`config.mk`:
```
export PLATFORM = sky130hd
export DESIGN_NAME = spell_rambus_arbiter
export DESIGN_NICKNAME = d
export VERILOG_FILES = /design/src/rtl/spell_pkg.sv /design/src/rtl/spell_bus_watchdog.sv /design/src/rtl/spell_rambus_arbiter.sv
export SDC_FILE = /design/constraint.sdc
export NUM_CORES = 1
export LEC_CHECK = 0
export ABC_AREA = 1
export CAP_MARGIN = 20
export CORE_AREA = 2 2 99 101
export CTS_CLUSTER_SIZE = 10
export DETAILED_ROUTE_END_ITERATION = 16
export DIE_AREA = 0 0 101 103
export MAX_ROUTING_LAYER = met4
export PLACE_DENSITY = 0.7
export SETUP_SLACK_MARGIN = 0.5
export SYNTH_ARGS = -nofsm -noshare
export SYNTH_HDL_FRONTEND = slang
export SYNTH_SLANG_ARGS = --single-unit
```
`constraint.sdc`:
```
create_clock -name clock -period 4.77 [get_ports clock]
set_input_delay 1.1925 -clock clock [delete_from_list [all_inputs] [get_ports clock]]
set_output_delay 1.1925 -clock clock [all_outputs]
set_load 0.03 [all_outputs]
```
`src/rtl/spell_pkg.sv`:
```
// Shared types and constants for the spell RAM-bus arbiter.
package spell_pkg;

    localparam int RAM_ADDR_W = 10;

    // State encoding doubles as the one-hot grant vector.
    typedef enum logic [1:0] {
        ST_IDLE   = 2'b00,
        ST_GRANT0 = 2'b01,
        ST_GRANT1 = 2'b10
    } arb_state_t;

    localparam logic [1:0] GRANT_NONE = 2'b00;
    localparam logic [1:0] GRANT_M0   = 2'b01;
    localparam logic [1:0] GRANT_M1   = 2'b10;

endpackage

```
`src/rtl/spell_bus_watchdog.sv`:
```
// Counts strobe-without-ack cycles; expired holds while the count sits at TIMEOUT.
module spell_bus_watchdog #(
    parameter int TIMEOUT = 255
) (
    input  logic clock,
    input  logic reset,
    input  logic clear,
    input  logic enable,
    output logic expired
);

    localparam int CW = (TIMEOUT < 1) ? 1 : $clog2(TIMEOUT + 1);
    localparam logic [CW-1:0] LIMIT = CW'(TIMEOUT);

    logic [CW-1:0] r_count;

    // Saturates at LIMIT so a stalled owner cannot wrap back into silence.
    always_ff @(posedge clock or posedge reset) begin
        if (reset) begin
            r_count <= '0;
        end else if (clear) begin
            r_count <= '0;
        end else if (enable && (r_count != LIMIT)) begin
            r_count <= r_count + CW'(1);
        end
    end

    assign expired = (TIMEOUT != 0) && (r_count == LIMIT);

endmodule

```
`src/rtl/spell_rambus_arbiter.sv`:
```
// Round-robin, cyc-locked arbiter sharing the OpenRAM Wishbone port between
// the spell core (master 0) and the host loader (master 1), with abort watchdog.
module spell_rambus_arbiter
    import spell_pkg::*;
#(
    parameter int ADDR_W  = RAM_ADDR_W,
    parameter int TIMEOUT = 255
) (
    input  logic              clock,
    input  logic              reset,
    input  logic              m0_cyc_i,
    input  logic              m0_stb_i,
    input  logic              m0_we_i,
    input  logic [3:0]        m0_sel_i,
    input  logic [31:0]       m0_dat_i,
    input  logic [ADDR_W-1:0] m0_addr_i,
    output logic              m0_ack_o,
    output logic              m0_err_o,
    output logic [31:0]       m0_dat_o,
    input  logic              m1_cyc_i,
    input  logic              m1_stb_i,
    input  logic              m1_we_i,
    input  logic [3:0]        m1_sel_i,
    input  logic [31:0]       m1_dat_i,
    input  logic [ADDR_W-1:0] m1_addr_i,
    output logic              m1_ack_o,
    output logic              m1_err_o,
    output logic [31:0]       m1_dat_o,
    output logic              ram_cyc_o,
    output logic              ram_stb_o,
    output logic              ram_we_o,
    output logic [3:0]        ram_sel_o,
    output logic [31:0]       ram_dat_o,
    output logic [ADDR_W-1:0] ram_addr_o,
    input  logic              ram_ack_i,
    input  logic [31:0]       ram_dat_i,
    output logic [1:0]        grant_o,
    output logic              timeout_flag_o,
    input  logic              timeout_clr_i
);

    arb_state_t r_state;
    arb_state_t w_next_state;
    logic       r_last_grant;   // 1: master 1 held the bus last
    logic [1:0] r_blocked;      // aborted master waits here until it drops cyc
    logic       r_timeout_flag;
    logic [1:0] w_req;
    logic       w_own_cyc;
    logic       w_own_stb;
    logic       w_expired;
    logic       w_abort;
    logic       w_wd_clear;
    logic       w_wd_enable;

    assign w_req     = {m1_cyc_i & ~r_blocked[1], m0_cyc_i & ~r_blocked[0]};
    assign w_own_cyc = (r_state == ST_GRANT0) ? m0_cyc_i :
                       (r_state == ST_GRANT1) ? m1_cyc_i : 1'b0;
    assign w_own_stb = (r_state == ST_GRANT0) ? m0_stb_i :
                       (r_state == ST_GRANT1) ? m1_stb_i : 1'b0;

    assign w_abort     = w_own_stb & w_expired;
    assign w_wd_clear  = (r_state == ST_IDLE) | ~w_own_stb | ram_ack_i;
    assign w_wd_enable = w_own_stb & ~ram_ack_i;

    spell_bus_watchdog #(.TIMEOUT(TIMEOUT)) u_watchdog (
        .clock   (clock),
        .reset   (reset),
        .clear   (w_wd_clear),
        .enable  (w_wd_enable),
        .expired (w_expired)
    );

    always_ff @(posedge clock or posedge reset) begin
        if (reset) begin
            r_state <= ST_IDLE;
        end else begin
            r_state <= w_next_state;
        end
    end

    always_comb begin
        w_next_state = r_state;
        case (r_state)
            ST_IDLE: begin
                if (w_req == 2'b11) begin
                    w_next_state = r_last_grant ? ST_GRANT0 : ST_GRANT1;
                end else if (w_req[0]) begin
                    w_next_state = ST_GRANT0;
                end else if (w_req[1]) begin
                    w_next_state = ST_GRANT1;
                end
            end
            ST_GRANT0, ST_GRANT1: begin
                if (w_abort || !w_own_cyc) begin
                    w_next_state = ST_IDLE;
                end
            end
            default: w_next_state = ST_IDLE;
        endcase
    end

    always_comb begin
        ram_cyc_o  = 1'b0;
        ram_stb_o  = 1'b0;
        ram_we_o   = 1'b0;
        ram_sel_o  = '0;
        ram_dat_o  = '0;
        ram_addr_o = '0;
        m0_ack_o   = 1'b0;
        m1_ack_o   = 1'b0;
        m0_err_o   = 1'b0;
        m1_err_o   = 1'b0;
        case (r_state)
            ST_GRANT0: begin
                ram_cyc_o  = ~w_abort;
                ram_stb_o  = m0_stb_i & ~w_abort;
                ram_we_o   = m0_we_i;
                ram_sel_o  = m0_sel_i;
                ram_dat_o  = m0_dat_i;
                ram_addr_o = m0_addr_i;
                m0_ack_o   = ram_ack_i & ~w_abort;
                m0_err_o   = w_abort;
            end
            ST_GRANT1: begin
                ram_cyc_o  = ~w_abort;
                ram_stb_o  = m1_stb_i & ~w_abort;
                ram_we_o   = m1_we_i;
                ram_sel_o  = m1_sel_i;
                ram_dat_o  = m1_dat_i;
                ram_addr_o = m1_addr_i;
                m1_ack_o   = ram_ack_i & ~w_abort;
                m1_err_o   = w_abort;
            end
            default: ;
        endcase
    end

    always_ff @(posedge clock or posedge reset) begin
        if (reset) begin
            r_last_grant   <= 1'b1;
            r_blocked      <= 2'b00;
            r_timeout_flag <= 1'b0;
        end else begin
            if ((r_state != ST_IDLE) && (w_next_state == ST_IDLE)) begin
                r_last_grant <= (r_state == ST_GRANT1);
            end
            r_blocked[0] <= (w_abort && (r_state == ST_GRANT0)) | (r_blocked[0] & m0_cyc_i);
            r_blocked[1] <= (w_abort && (r_state == ST_GRANT1)) | (r_blocked[1] & m1_cyc_i);
            if (w_abort) begin
                r_timeout_flag <= 1'b1;
            end else if (timeout_clr_i) begin
                r_timeout_flag <= 1'b0;
            end
        end
    end

    assign grant_o        = r_state;
    assign timeout_flag_o = r_timeout_flag;
    assign m0_dat_o       = ram_dat_i;
    assign m1_dat_o       = ram_dat_i;

endmodule

```
==> flow_metrics.tcl <==
set metrics [dict create \
    drv_slew 0 \
    area_growth_syn_to_layout_pct 62.5 \
    finalSetupViolations 0 \
    final.fill_count 1018 \
    boundaryPins 254 \
    netlist_instances 337 \
    post_cts_hold_buffer_count 0 \
    cts_made_buffers 3 \
    synth.lib_cells_used.distinct 25 \
    via_count 2372 \
    antenna_left 0 \
    design_area_um2 3260 \
    finalNetCount 562 \
    critical_path_arrival_ps 2910 \
    post_dp_cell_area_um2 3210 \
    hold_class "flip-flop to flip-flop" \
    timing.max_slew.rel_slack_pct 58.1 \
    route.detailed.wl_per_inst_um 15.8 \
    drt-initial-drc-count 89 \
    met1_routed_length_mm 3.39 \
    slowest_delay_ps 720 \
    hold_start "r_last_grant$_DFFE_PP1P_" \
    critPathCaptureType "output port" \
    routed_via_density 4.43 \
    clock_insertion_delay_worst_skew_ps 240 \
    num_rows 36 \
    grtUsageTotal_pct 14.6 \
    timing.critical_path.cells "clkdlybuf4s50_1 -> nand2_1 -> nand2_2 -> nand3_4 -> inv_1 -> nor4_1 -> clkdlybuf4s50_1" \
    p_leak_nw 1.22 \
    critical_path.most_common_cell "clkdlybuf4s50_1" \
    initial_utilization_pct 21.2 \
    dieHeight_um 103 \
    post-route-period-util_pct 86.0 \
    die_w_um 101 \
    grt_pass1_vias 2167 \
    placed_cells 532 \
    post_syn_area_per_cell_um2 5.96 \
    power_density_nw_per_um2 448 \
    diodes 0 \
    h-tree-depth 1 \
    postCtsSetupRepairBufs 0 \
    hold_viol_final 0 \
    crit_path_start_kind "input pin" \
    cts_num_sinks 14 \
    finalClockSkew_ps 4.98 \
    grt_overflow 0 \
    reg2reg_depth 8 \
    data_required_time_of_the_critical_path_ps 3580 \
    cts_tree "done" \
    ys_ff_latch 14 \
    antenna_found_initial 0 \
    postSynthNetCount 476 \
    grt_first_pass_wirelength_mm 11.5 \
    drt_wl_total_mm 8.48 \
    worst-path-max-fanout 6 \
    drt_pre_antenna_iters 5 \
    root_buffer "clkbuf_8" \
    area_of_the_mapped_netlist_um2 2010 \
    yosysWarnings 0 \
    place.port_buffers 157 \
    rrSetupSlack_ps 2660 \
    worst_ir_drop_vdd_mv 0.231 \
    utilization_pct 34.5 \
    die-area_um2 10400 \
    clock_path_buffers 2 \
    post_layout_nonfiller_instances 536 \
    grt_start_max_net_pins 33 \
    gp_congestion 0.856 \
    final_sum_of_negative_setup_slack_ps 0 \
    worst_slew_pin_slew_ps 628 \
    cap_violations 0 \
    critPathKind "input pin to output port" \
    cts.clk_slew.worst_paths_ps 60 \
    cp_slowest_cell "clkdlybuf4s50_1" \
    yosysSeqAreaShare_pct 17.5 \
    rsz0062_at_grt "no" \
    final_layout_size_suffix_gt1_share_pct 4.74 \
    met3RoutedLength_um 684 \
    cts_repair_resize_count 0 \
    route.top_layer_used "met4" \
    r2r_start "grant_o[1]$_DFF_PP0_" \
    reg2reg_to "u_watchdog.r_count[1]$_DFFE_PP0P_" \
    drcViolationCount 0 \
    outcome "completed" \
    detail_placement_hpwl_mm 6.98 \
    max_freq_mhz 244 \
    placeableCoreArea_um2 9460 \
    finalWorstPathRequiredPeriod_ps 4100 \
    whs_path_depth 2 \
    met2_wirelength_mm 4.31 \
    min_delay_worst_endpoint "r_last_grant$_DFFE_PP1P_" \
]
## synth_stat cells
cell / count / area, µm²
nand2_2: 2 / 12.5
ha_1: 5 / 62.6
nor3_2: 1 / 10.0
a21oi_1: 53 / 265
inv_2: 2 / 7.51
nor2_4: 2 / 22.5
nand3_1: 9 / 45.0
nor2_1: 12 / 45.0
inv_1: 22 / 82.6
nor4_1: 1 / 6.26
dfrtp_1: 13 / 325
buf_4: 64 / 480
nor3_1: 3 / 15.0
clkbuf_1: 8 / 30.0
nand3_4: 1 / 17.5
o21a_1: 1 / 7.51
o21ai_1: 1 / 5.00
a31oi_1: 1 / 6.26
buf_1: 1 / 3.75
o21ai_0: 8 / 40.0
nand3_2: 1 / 10.0
dfstp_2: 1 / 26.3
nand2_1: 117 / 439
o211ai_1: 1 / 7.51
buf_2: 7 / 35.0
## cell usage in the layout, fill, tap and decap left out, drive strengths merged
master and count:
inv 24, nor4 1, o21a 1, nor3 4, ha 5, a31oi 1
dfrtp 13, nand2 119, o21ai 9, buf 4, nor2 14, o211ai 1
a21oi 53, dfstp 1, nand3 11, clkdlybuf4s50 157, clkbuf 4
## critical path: cells and delay by family
kind          cells  cell delay, ps
simple gates      4             470
buf+inv           3            1250
## worst max-delay path by stage
stage / depth (start not counted) / end / start / slack, ps
after floorplan: 5 / ram_stb_o / m0_stb_i / 1170
after global placement: 7 / ram_stb_o / m0_stb_i / 720
after detailed placement: 7 / ram_stb_o / m0_stb_i / 670
after CTS: 6 / ram_sel_o[1] / grant_o[1]$_DFF_PP0_ / 660
after global routing: 6 / ram_sel_o[1] / grant_o[1]$_DFF_PP0_ / 540
final: 7 / ram_stb_o / m0_stb_i / 670
## final cells by class
type | instances | area (µm²) | share of cell area, %
Tap cell | 114 | 143 | 4.37
Timing Repair Buffer | 161 | 1600 | 49.1
Clock buffer | 4 | 55.1 | 1.69
Sequential cell | 14 | 352 | 10.8
Inverter | 24 | 90.1 | 2.76
Multi-Input combinational cell | 219 | 1020 | 31.3
## per-layer routing
layer	GRT usage, %	vias to the layer above
li1	-	1166
met1	17.0	1072
met2	26.3	122
met3	3.46	12
met4	1.46	0
met5	-	-
## flip-flops by register name, indices dropped and copies added (netlist names)
name                count
r_last_grant            1
u_watchdog.r_count      8
r_blocked               2
grant_o                 2
timeout_flag_o          1
## through the flow
stage	total power, W	hold slack (ps)	setup WS, ps
floorplan	0.000948	442	1170
CTS	0.00148	473	658
global route	0.00156	494	540
finish	0.00146	467	669
detailed placement	0.00136	465	675
global placement	0.00135	454	716
## cells by family (layout without fill, tap and decap cells)
group | Yosys count | in the layout | share of synthesized area (%)
AO/OA/AOI/OAI | 65 | 65 | 16.5
adder cells (fa/ha/maj) | 5 | 5 | 3.12
buffers and inverters | 104 | 189 | 31.8
flip-flops | 14 | 14 | 17.5
AND/OR/NAND/NOR | 149 | 149 | 31.0
## where the power goes
part	internal, W	total [W]	switching (W)
logic	0.000444	0.00120	0.000757
registers	0.000133	0.000145	0.0000119
clock network	0.0000731	0.000115	0.0000424
No activity file was read; power rests on OpenSTA's default activity.
